===== src/rtl/btb_update_arbiter.sv =====
// btb_update_arbiter
// Owns the single write port of the branch target buffer. After reset it
// sweeps every BTB entry with a CLEAR write, then arbitrates between
// non-speculative retire-time corrections (always win, never stalled) and
// speculative fetch-time allocations (buffered in a small FIFO that a
// pipeline flush discards).
//
// Ports:
//   clk, reset            clock; asynchronous active-low reset
//   alloc_valid/ready     allocation handshake (accepted when both high)
//   alloc_index/pc/target/instruction  allocation payload
//   corr_valid/index/taken             direction correction from retire
//   flush                 discards all buffered allocations
//   wr_en/mode/index/pc/target/instruction/taken  registered BTB write port
//   init_done             clear sweep complete
//   fifo_count            pending allocations in the FIFO
module btb_update_arbiter #(
    parameter int BTB_SIZE         = 16,
    parameter int ADDRESS_SIZE     = 64,
    parameter int INSTRUCTION_SIZE = 32,
    parameter int FIFO_DEPTH       = 4,
    localparam int IDX_W           = $clog2(BTB_SIZE),
    localparam int PTR_W           = $clog2(FIFO_DEPTH),
    localparam int CNT_W           = PTR_W + 1
) (
    input  logic                        clk,
    input  logic                        reset,
    input  logic                        alloc_valid,
    output logic                        alloc_ready,
    input  logic [IDX_W-1:0]            alloc_index,
    input  logic [ADDRESS_SIZE-1:0]     alloc_pc,
    input  logic [ADDRESS_SIZE-1:0]     alloc_target,
    input  logic [INSTRUCTION_SIZE-1:0] alloc_instruction,
    input  logic                        corr_valid,
    input  logic [IDX_W-1:0]            corr_index,
    input  logic                        corr_taken,
    input  logic                        flush,
    output logic                        wr_en,
    output logic [1:0]                  wr_mode,
    output logic [IDX_W-1:0]            wr_index,
    output logic [ADDRESS_SIZE-1:0]     wr_pc,
    output logic [ADDRESS_SIZE-1:0]     wr_target,
    output logic [INSTRUCTION_SIZE-1:0] wr_instruction,
    output logic                        wr_taken,
    output logic                        init_done,
    output logic [CNT_W-1:0]            fifo_count
);

    localparam logic [1:0] MODE_CLEAR   = 2'd0;
    localparam logic [1:0] MODE_ALLOC   = 2'd1;
    localparam logic [1:0] MODE_CORRECT = 2'd2;

    typedef enum logic {ST_INIT, ST_RUN} state_t;

    state_t                        r_state;
    state_t                        w_nextState;
    logic [IDX_W-1:0]              r_sweep;

    logic [IDX_W-1:0]              r_fifoIndex [FIFO_DEPTH];
    logic [ADDRESS_SIZE-1:0]       r_fifoPc    [FIFO_DEPTH];
    logic [ADDRESS_SIZE-1:0]       r_fifoTarget[FIFO_DEPTH];
    logic [INSTRUCTION_SIZE-1:0]   r_fifoInstr [FIFO_DEPTH];
    logic [PTR_W-1:0]              r_rdPtr;
    logic [PTR_W-1:0]              r_wrPtr;
    logic [CNT_W-1:0]              r_count;

    logic                          w_push;
    logic                          w_pop;
    logic                          w_wrEn;
    logic [1:0]                    w_wrMode;
    logic [IDX_W-1:0]              w_wrIndex;
    logic [ADDRESS_SIZE-1:0]       w_wrPc;
    logic [ADDRESS_SIZE-1:0]       w_wrTarget;
    logic [INSTRUCTION_SIZE-1:0]   w_wrInstr;
    logic                          w_wrTaken;

    // Ready looks only at the current count, so a same-cycle pop never
    // makes room for a same-cycle push.
    assign alloc_ready = (r_state == ST_RUN) && (r_count < CNT_W'(FIFO_DEPTH)) && !flush;
    assign w_push      = alloc_valid && alloc_ready;
    assign init_done   = (r_state == ST_RUN);
    assign fifo_count  = r_count;

    always_ff @(posedge clk or negedge reset) begin
        if (!reset) begin
            r_state <= ST_INIT;
        end else begin
            r_state <= w_nextState;
        end
    end

    always_comb begin
        w_nextState = r_state;
        if (r_state == ST_INIT && r_sweep == IDX_W'(BTB_SIZE - 1)) begin
            w_nextState = ST_RUN;
        end
    end

    // Write decision: sweep during INIT, otherwise correction beats the
    // FIFO head. Flush does not suppress a correction.
    always_comb begin
        w_wrEn     = 1'b0;
        w_wrMode   = MODE_CLEAR;
        w_wrIndex  = '0;
        w_wrPc     = '0;
        w_wrTarget = '0;
        w_wrInstr  = '0;
        w_wrTaken  = 1'b0;
        w_pop      = 1'b0;
        if (r_state == ST_INIT) begin
            w_wrEn    = 1'b1;
            w_wrIndex = r_sweep;
        end else if (corr_valid) begin
            w_wrEn    = 1'b1;
            w_wrMode  = MODE_CORRECT;
            w_wrIndex = corr_index;
            w_wrTaken = corr_taken;
        end else if (r_count != '0) begin
            w_pop      = 1'b1;
            w_wrEn     = 1'b1;
            w_wrMode   = MODE_ALLOC;
            w_wrIndex  = r_fifoIndex[r_rdPtr];
            w_wrPc     = r_fifoPc[r_rdPtr];
            w_wrTarget = r_fifoTarget[r_rdPtr];
            w_wrInstr  = r_fifoInstr[r_rdPtr];
            w_wrTaken  = 1'b1;
        end
    end

    always_ff @(posedge clk or negedge reset) begin
        if (!reset) begin
            wr_en          <= 1'b0;
            wr_mode        <= MODE_CLEAR;
            wr_index       <= '0;
            wr_pc          <= '0;
            wr_target      <= '0;
            wr_instruction <= '0;
            wr_taken       <= 1'b0;
        end else begin
            wr_en          <= w_wrEn;
            wr_mode        <= w_wrMode;
            wr_index       <= w_wrIndex;
            wr_pc          <= w_wrPc;
            wr_target      <= w_wrTarget;
            wr_instruction <= w_wrInstr;
            wr_taken       <= w_wrTaken;
        end
    end

    always_ff @(posedge clk or negedge reset) begin
        if (!reset) begin
            r_sweep <= '0;
        end else if (r_state == ST_INIT) begin
            r_sweep <= r_sweep + 1'b1;
        end
    end

    // Payload storage needs no reset; validity is tracked by the count.
    always_ff @(posedge clk) begin
        if (w_push) begin
            r_fifoIndex[r_wrPtr]  <= alloc_index;
            r_fifoPc[r_wrPtr]     <= alloc_pc;
            r_fifoTarget[r_wrPtr] <= alloc_target;
            r_fifoInstr[r_wrPtr]  <= alloc_instruction;
        end
    end

    // Flush drops every buffered entry; alloc_ready is low during flush so
    // no push can race with the clear.
    always_ff @(posedge clk or negedge reset) begin
        if (!reset) begin
            r_rdPtr <= '0;
            r_wrPtr <= '0;
            r_count <= '0;
        end else if (flush && r_state == ST_RUN) begin
            r_rdPtr <= '0;
            r_wrPtr <= '0;
            r_count <= '0;
        end else begin
            if (w_push) begin
                r_wrPtr <= r_wrPtr + 1'b1;
            end
            if (w_pop) begin
                r_rdPtr <= r_rdPtr + 1'b1;
            end
            if (w_push && !w_pop) begin
                r_count <= r_count + 1'b1;
            end else if (w_pop && !w_push) begin
                r_count <= r_count - 1'b1;
            end
        end
    end

endmodule

===== config.mk =====
export PLATFORM = sky130hd
export DESIGN_NAME = btb_update_arbiter
export DESIGN_NICKNAME = d
export VERILOG_FILES = /design/src/rtl/btb_update_arbiter.sv
export SDC_FILE = /design/constraint.sdc
export NUM_CORES = 1
export LEC_CHECK = 0
export ABC_AREA = 1
export BUFFER_PORTS_ARGS = -buffer_cell sky130_fd_sc_hd__buf_4
export CAP_MARGIN = 25
export CORE_UTILIZATION = 55
export DETAILED_ROUTE_END_ITERATION = 10
export PLACE_DENSITY = 0.76
export SYNTH_ARGS = -nofsm -noshare
export SYNTH_HDL_FRONTEND = slang
export SYNTH_SLANG_ARGS = --single-unit

===== constraint.sdc =====
create_clock -name clk -period 10.3 [get_ports clk]
set_input_delay 3.09 -clock clk [delete_from_list [all_inputs] [get_ports clk]]
set_output_delay 3.09 -clock clk [all_outputs]
set_load 0.005 [all_outputs]

==> reports/results.ini, run 1 <==
[status]
status=complete, no violations

[synth]
yosys_warnings=0
netlist_top_cells_count=edfxtp_1 (656), nor2_1 (655), o21ai_0 (328)
synth_area_sq_um=30400
yosysTopAreaCell=edfxtp_1
synth_top_cell_area_share_pct=64.9
ys_async_sr_fraction_pct=21.5
syn_inst=2202
ys_types=27
synth_area_leaders=edfxtp_1 (65%), dfrtp_1 (15%), nor2_1 (8.1%), o21ai_0 (5.4%), a21oi_1 (2.7%)
ys_seq_area_share_pct=79.7
yosysMostFrequentCell=edfxtp_1
synth-edff-count=656
syn_nets=2382
syn_avg_cell_area_sq_um=13.8
ys.flop_type=edfxtp_1
synth_seq_cells=836

[layout]
postLayoutCellArea_sq_um=36000
nets=2702
final-instance-count-excl-fill=3290
drive_above_1_share_pct=19.5
syn_to_final_growth_pct=18.7

[route]
vias=18400
drtPass1Iterations=6
drtIter0Drc=1499
wl_met3_mm=4.99
wirelength_mm=68.3
route.layer.met1.wl_mm=26.7
wl_per_cell_microns=20.7
maxUsedRoutingLayer=met5
final_antenna_net_count=0
wl_met2_mm=34.4
vias_per_cell=5.59
drc_errors=0

[setup_path]
r2r_cells=6
cp.arrival_ns=3.61
required_ns=7.21
critPathLaunchType=input pin
r2r_end=wr_target[5]
worstSetupEndpointType=output pin
r2r_setup_slack_ns=6.89
rr_startpoint=r_rdPtr[1]
cp-startpoint=flush
worstSetupPathType=in2out
crit_fanout=2
cp-endpoint=alloc_ready

[cts]
cts-resized-gates=0
clk_latency_ns=0.62
post-cts-setup-buffers=0
clock-sinks=836
cts.clk_slew.worst_paths_ns=0.06
clockRootBuffer=clkbuf_16
clockBufferDepth=3
cts.htree.levels=3
cts_tree=done
cts_hold_buffers=0
cts_buffers=82

[floorplanning]
die_h_microns=237
rows=85
start_util_pct=56.1
io_pins=347
die_w_microns=237
die_area_sq_um=56100
core-area_sq_um=54100

[power_and_ir_drop]
power.share.sequential_pct=47.9
sw_frac_of_total_pct=28.0
p_comb_share_pct=19.6
p_leak_uw=0.0137
power_uw=8830
power_switching_uw=2470
vdd_ir_drop_max_v=0.000190
clockPowerShare_pct=32.5
p_int_uw=6360
power.density_nw_per_um2=245

[global_routing]
grt_pass1_vias=18800
grt_pass1_wl_mm=104
grt_max_degree=212
grt_use_total_pct=24.4
gr-total-overflow=0
antenna_found_initial=8

[timing]
drv_slew=0
finalCriticalPeriod_ns=6.70
finalWorstSetupSlack_ns=3.60
slew_headroom_pct=15.2
fmax_mhz=149
worst_pin_slew_ns=1.27
fin_tns_setup_ns=0
finalClockSkew_ns=0.0211
hold_viol=0
post-route-period-util_pct=65.1
rsz0062_at_grt=no
setup_viol=0

[min_path]
worstHoldPathType=reg2reg
hold_start=r_fifoTarget[3][59]

[placement]
gp_congestion=0.788
dpl_worst_slack_ns=3.60
dpl_cell_area_sq_um=33300
numPortBuffers=346
dp_cells=3132
dp_hpwl_mm=34.9

[run]
max-cap-violations=0

-- sequential cells by signal, summed over array words and instances, names as in the netlist, 16 cells and up --
signal and cells:
r_fifoPc 256, wr_target 64, r_fifoInstr 128, wr_instruction 32, r_fifoIndex 16, wr_pc 64, r_fifoTarget 256
-- per-layer routing --
layer | GRT usage [%] | vias to the layer above
li1 | - | 8395
met5 | 0 | -
met4 | 10.4 | 6
met3 | 4.70 | 131
met1 | 31.1 | 9094
met2 | 41.2 | 763
-- worst min-delay path by stage --
| stage | to | cells after the start |
|---|---|---|
| final | wr_target[59] | 2 |
| after global routing | wr_pc[32] | 2 |
| after CTS | wr_target[40] | 2 |
| after detailed placement | wr_pc[4] | 2 |
| after global placement | wr_instruction[14] | 2 |
| after floorplan | r_sweep[0] | 1 |
-- metrics by stage --
step,hold slack (ns),utilization [%]
after floorplan,0.484,-
after global placement,0.498,61.6
after CTS,0.531,66.4
after global routing,0.546,66.5
final,0.526,66.5
after detailed placement,0.517,61.6
-- cell families (layout without fill, tap and decap cells) --
family                     Yosys count  count (layout)  share of synthesized area (%)
and+or+nand+nor                    703             703                           8.87
adders and majority gates            6               6                          0.272
buffers and inverters              151             538                           2.72
AOI/OAI and AO/OA                  503             503                           8.31
other                                0               5                              0
xor gates and xnor gates             3               3                         0.0866
DFF                                836             836                           79.7
-- critical path: stages --
cell and delay (ns):
buf_4 0.11, inv_1 0.10, nand3_1 0.12, inv_1 0.08, buf_4 0.11
-- power groups by stage --
| stage | Combinational, uW | Sequential [uW] | Clock [uW] |
|---|---|---|---|
| finish | 1730 | 4230 | 2870 |
| global route | 1910 | 4260 | 3060 |
| CTS | 1720 | 4230 | 2920 |
| detailed placement | 1710 | 4290 | 0 |
| global placement | 1640 | 4290 | 0 |
| floorplan | 978 | 4250 | 0 |
-- cell usage in the layout, fill, tap and decap left out, drive strengths merged, types with 2 or more instances in the layout --
master    instances
nor2            657
edfxtp          656
buf             362
o21ai           334
dfrtp           180
a21oi           165
clkbuf          124
nand2            33
inv              26
clkinv           21
nand3            10
diode             5
ha                5
o22ai             4
clkinvlp          4
xor2              2
nand4             2
-- final cells by class --
class / instances / area [sq um]
antenna: 5 / 12.5
clock buffer: 123 / 2450
clock inverter: 28 / 174
fill: 3636 / 18100
inverter: 24 / 103
multi-input combinational: 1215 / 5360
sequential: 836 / 24200
tap: 696 / 871
timing repair buffer: 363 / 2830
(Power assumes the default switching activity.)
==> inputs of run 2 (changes only) <==
--- a/config.mk
+++ b/config.mk
@@ -8,9 +8,9 @@
 export ABC_AREA = 1
 export BUFFER_PORTS_ARGS = -buffer_cell sky130_fd_sc_hd__buf_4
 export CAP_MARGIN = 25
-export CORE_UTILIZATION = 55
+export CORE_UTILIZATION = 52
 export DETAILED_ROUTE_END_ITERATION = 10
-export PLACE_DENSITY = 0.76
+export PLACE_DENSITY = 0.75
 export SYNTH_ARGS = -nofsm -noshare
 export SYNTH_HDL_FRONTEND = slang
 export SYNTH_SLANG_ARGS = --single-unit
==> constraint.sdc (replaced) <==
create_clock -name clk -period 5.6 [get_ports clk]
set_input_delay 1.68 -clock clk [delete_from_list [all_inputs] [get_ports clk]]
set_output_delay 1.68 -clock clk [all_outputs]
set_load 0.005 [all_outputs]
==> reports/results.ini, run 2 (synthesis results as in run 1) <==
[status]
status=complete, no violations

[timing]
post-route-period-util_pct=69.5
finalClockSkew_ns=0.0181  ; -0.00293 ns
slew_headroom_pct=14.1  ; -1.1 points
rsz0062_at_grt=no
drv_slew=0  ; unchanged
finalCriticalPeriod_ns=3.89
fin_tns_setup_ns=0  ; unchanged
worst_pin_slew_ns=1.29  ; +0.0163 ns
setup_viol=0  ; unchanged
fmax_mhz=257
hold_viol=0  ; unchanged

[cts]
cts.clk_slew.worst_paths_ns=0.06  ; about the same
post-cts-setup-buffers=0  ; unchanged
cts_hold_buffers=0  ; unchanged
cts_buffers=81  ; -1.2%
clk_latency_ns=0.61  ; about the same
cts-resized-gates=0  ; unchanged
cts_tree=done
clockRootBuffer=clkbuf_16
cts.htree.levels=3  ; unchanged
clock-sinks=836  ; unchanged
clockBufferDepth=3  ; unchanged

[layout]
fill_cells=4165  ; +15%
syn_to_final_growth_pct=19.5
mostFrequentLayoutCells=edfxtp_1 (656), nor2_1 (651), buf_4 (357)
largestRegisters=r_fifoPc x256, r_fifoTarget x256, r_fifoInstr x128
nets=2708  ; +0.22%
final-instance-count-excl-fill=3364  ; +2.2%
drive_above_1_share_pct=19.5  ; about the same
final_common_cell=edfxtp_1

[placement]
dp_hpwl_mm=37.5  ; +7.3%
gp_congestion=0.819  ; +4.0%
dp_cells=3209  ; +2.5%
numPortBuffers=346  ; unchanged

[setup_path]
max_stage_delay_ns=0.12  ; about the same
critPathLaunchType=input pin
worstSetupEndpointType=output pin
cp_slowest_cell=nand3_1
worstSetupPathType=in2out
required_ns=3.92  ; -3.29 ns
crit_fanout=2  ; unchanged
worstPathCellList=buf_4, inv_1, nand3_1, inv_1, buf_4
cp.arrival_ns=2.21  ; -1.40 ns

[floorplanning]
die_w_microns=244  ; +2.8%
die_area_sq_um=59300  ; +5.7%
start_util_pct=52.6  ; -3.5 points
die_h_microns=244  ; +2.8%
io_pins=347  ; unchanged
rows=88  ; +3.5%
core-area_sq_um=57700  ; +6.6%

[global_routing]
grt_pass1_wl_mm=106  ; +2.1%
grt_pass1_vias=18900  ; +0.53%
gr-total-overflow=0  ; unchanged
grt_max_degree=237  ; +12%
antenna_found_initial=11  ; +3
grt_use_total_pct=23.4  ; -0.99 points

[route]
wirelength_mm=69.5  ; +1.8%
final_antenna_net_count=0  ; unchanged
vias=18400  ; +0.098%
wl_per_cell_microns=20.6  ; -0.48%
drc_errors=0  ; unchanged
vias_per_cell=5.47  ; -2.1%
drtPass1Iterations=5  ; -1
drtIter0Drc=1673  ; +12%

[power_and_ir_drop]
power.share.sequential_pct=47.4  ; -0.5 points
p_int_uw=11800  ; +86%
p_comb_share_pct=19.3  ; -0.3 points
power.density_nw_per_um2=452  ; +84%
clockPowerShare_pct=33.3  ; +0.8 points
p_leak_uw=0.0138  ; +0.29%
vdd_ir_drop_max_v=0.000399  ; +110%
power_switching_uw=4570  ; +85%
power_uw=16400  ; +86%
sw_frac_of_total_pct=27.8  ; -0.14 points

[run]
max-cap-violations=0  ; unchanged

[min_path]
worstHoldPathType=reg2reg

[run 2: final cells by class]
class	count	area, sq um	area share (%)
Antenna cell	5	12.5	0.0345
Clock buffer	116	2280	6.29
Clock inverter	33	394	1.09
Inverter	24	103	0.283
Multi-Input combinational cell	1215	5360	14.8
Sequential cell	836	24200	66.8
Tap cell	765	957	2.64
Timing Repair Buffer	370	2940	8.11
[run 2: power groups by stage]
| stage | sequential, uW | combinational, uW | clock, uW |
|---|---|---|---|
| 2_1_floorplan | 7800 | 1800 | 0 |
| 6_report | 7780 | 3170 | 5450 |
| 3_3_place_gp | 7960 | 2970 | 0 |
| 3_5_place_dp | 7960 | 3090 | 0 |
| 4_1_cts | 7850 | 3110 | 5540 |
| 5_1_grt | 7820 | 3520 | 5790 |
[run 2: critical path, delay by kind of cell]
family / cells / cell delay (ns)
simple gates: 1 / 0.12
buf+inv: 4 / 0.40
[run 2: final timing paths]
check	cells after the start	slack [ns]	startpoint	end
setup reg to reg	4	2.90	r_rdPtr[0]	wr_target[48]
min in group asynchronous	1	1.13	reset	wr_target[27]
max in group asynchronous	2	3.33	reset	wr_target[30]
setup / recovery	5	1.71	flush	alloc_ready
hold / removal	2	0.52	r_fifoTarget[3][33]	wr_target[33]
hold reg to reg	2	0.52	r_fifoTarget[3][33]	wr_target[33]
[run 2: per-layer routing]
layer  GRT usage, %  share of wire, %  wire length, microns  vias up
met4           9.25               2.8                  1920       12
met2           39.8                51                 35300      687
met3           4.64               7.3                  5070      135
met5              0              0.11                    76        -
li1               -                 -                     -     8392
met1           29.8                39                 27100     9181
[run 2: through the flow]
step	worst slack [ns]	area (sq um)	utilization (%)	hold slack, ns
after detailed placement	1.71	33500	58.1	0.514
after global placement	1.72	33500	58.1	0.500
final	1.71	36300	62.9	0.524
after floorplan	-1.06	30400	-	0.484
after global routing	1.67	36300	62.9	0.548
after CTS	1.71	36200	62.8	0.529
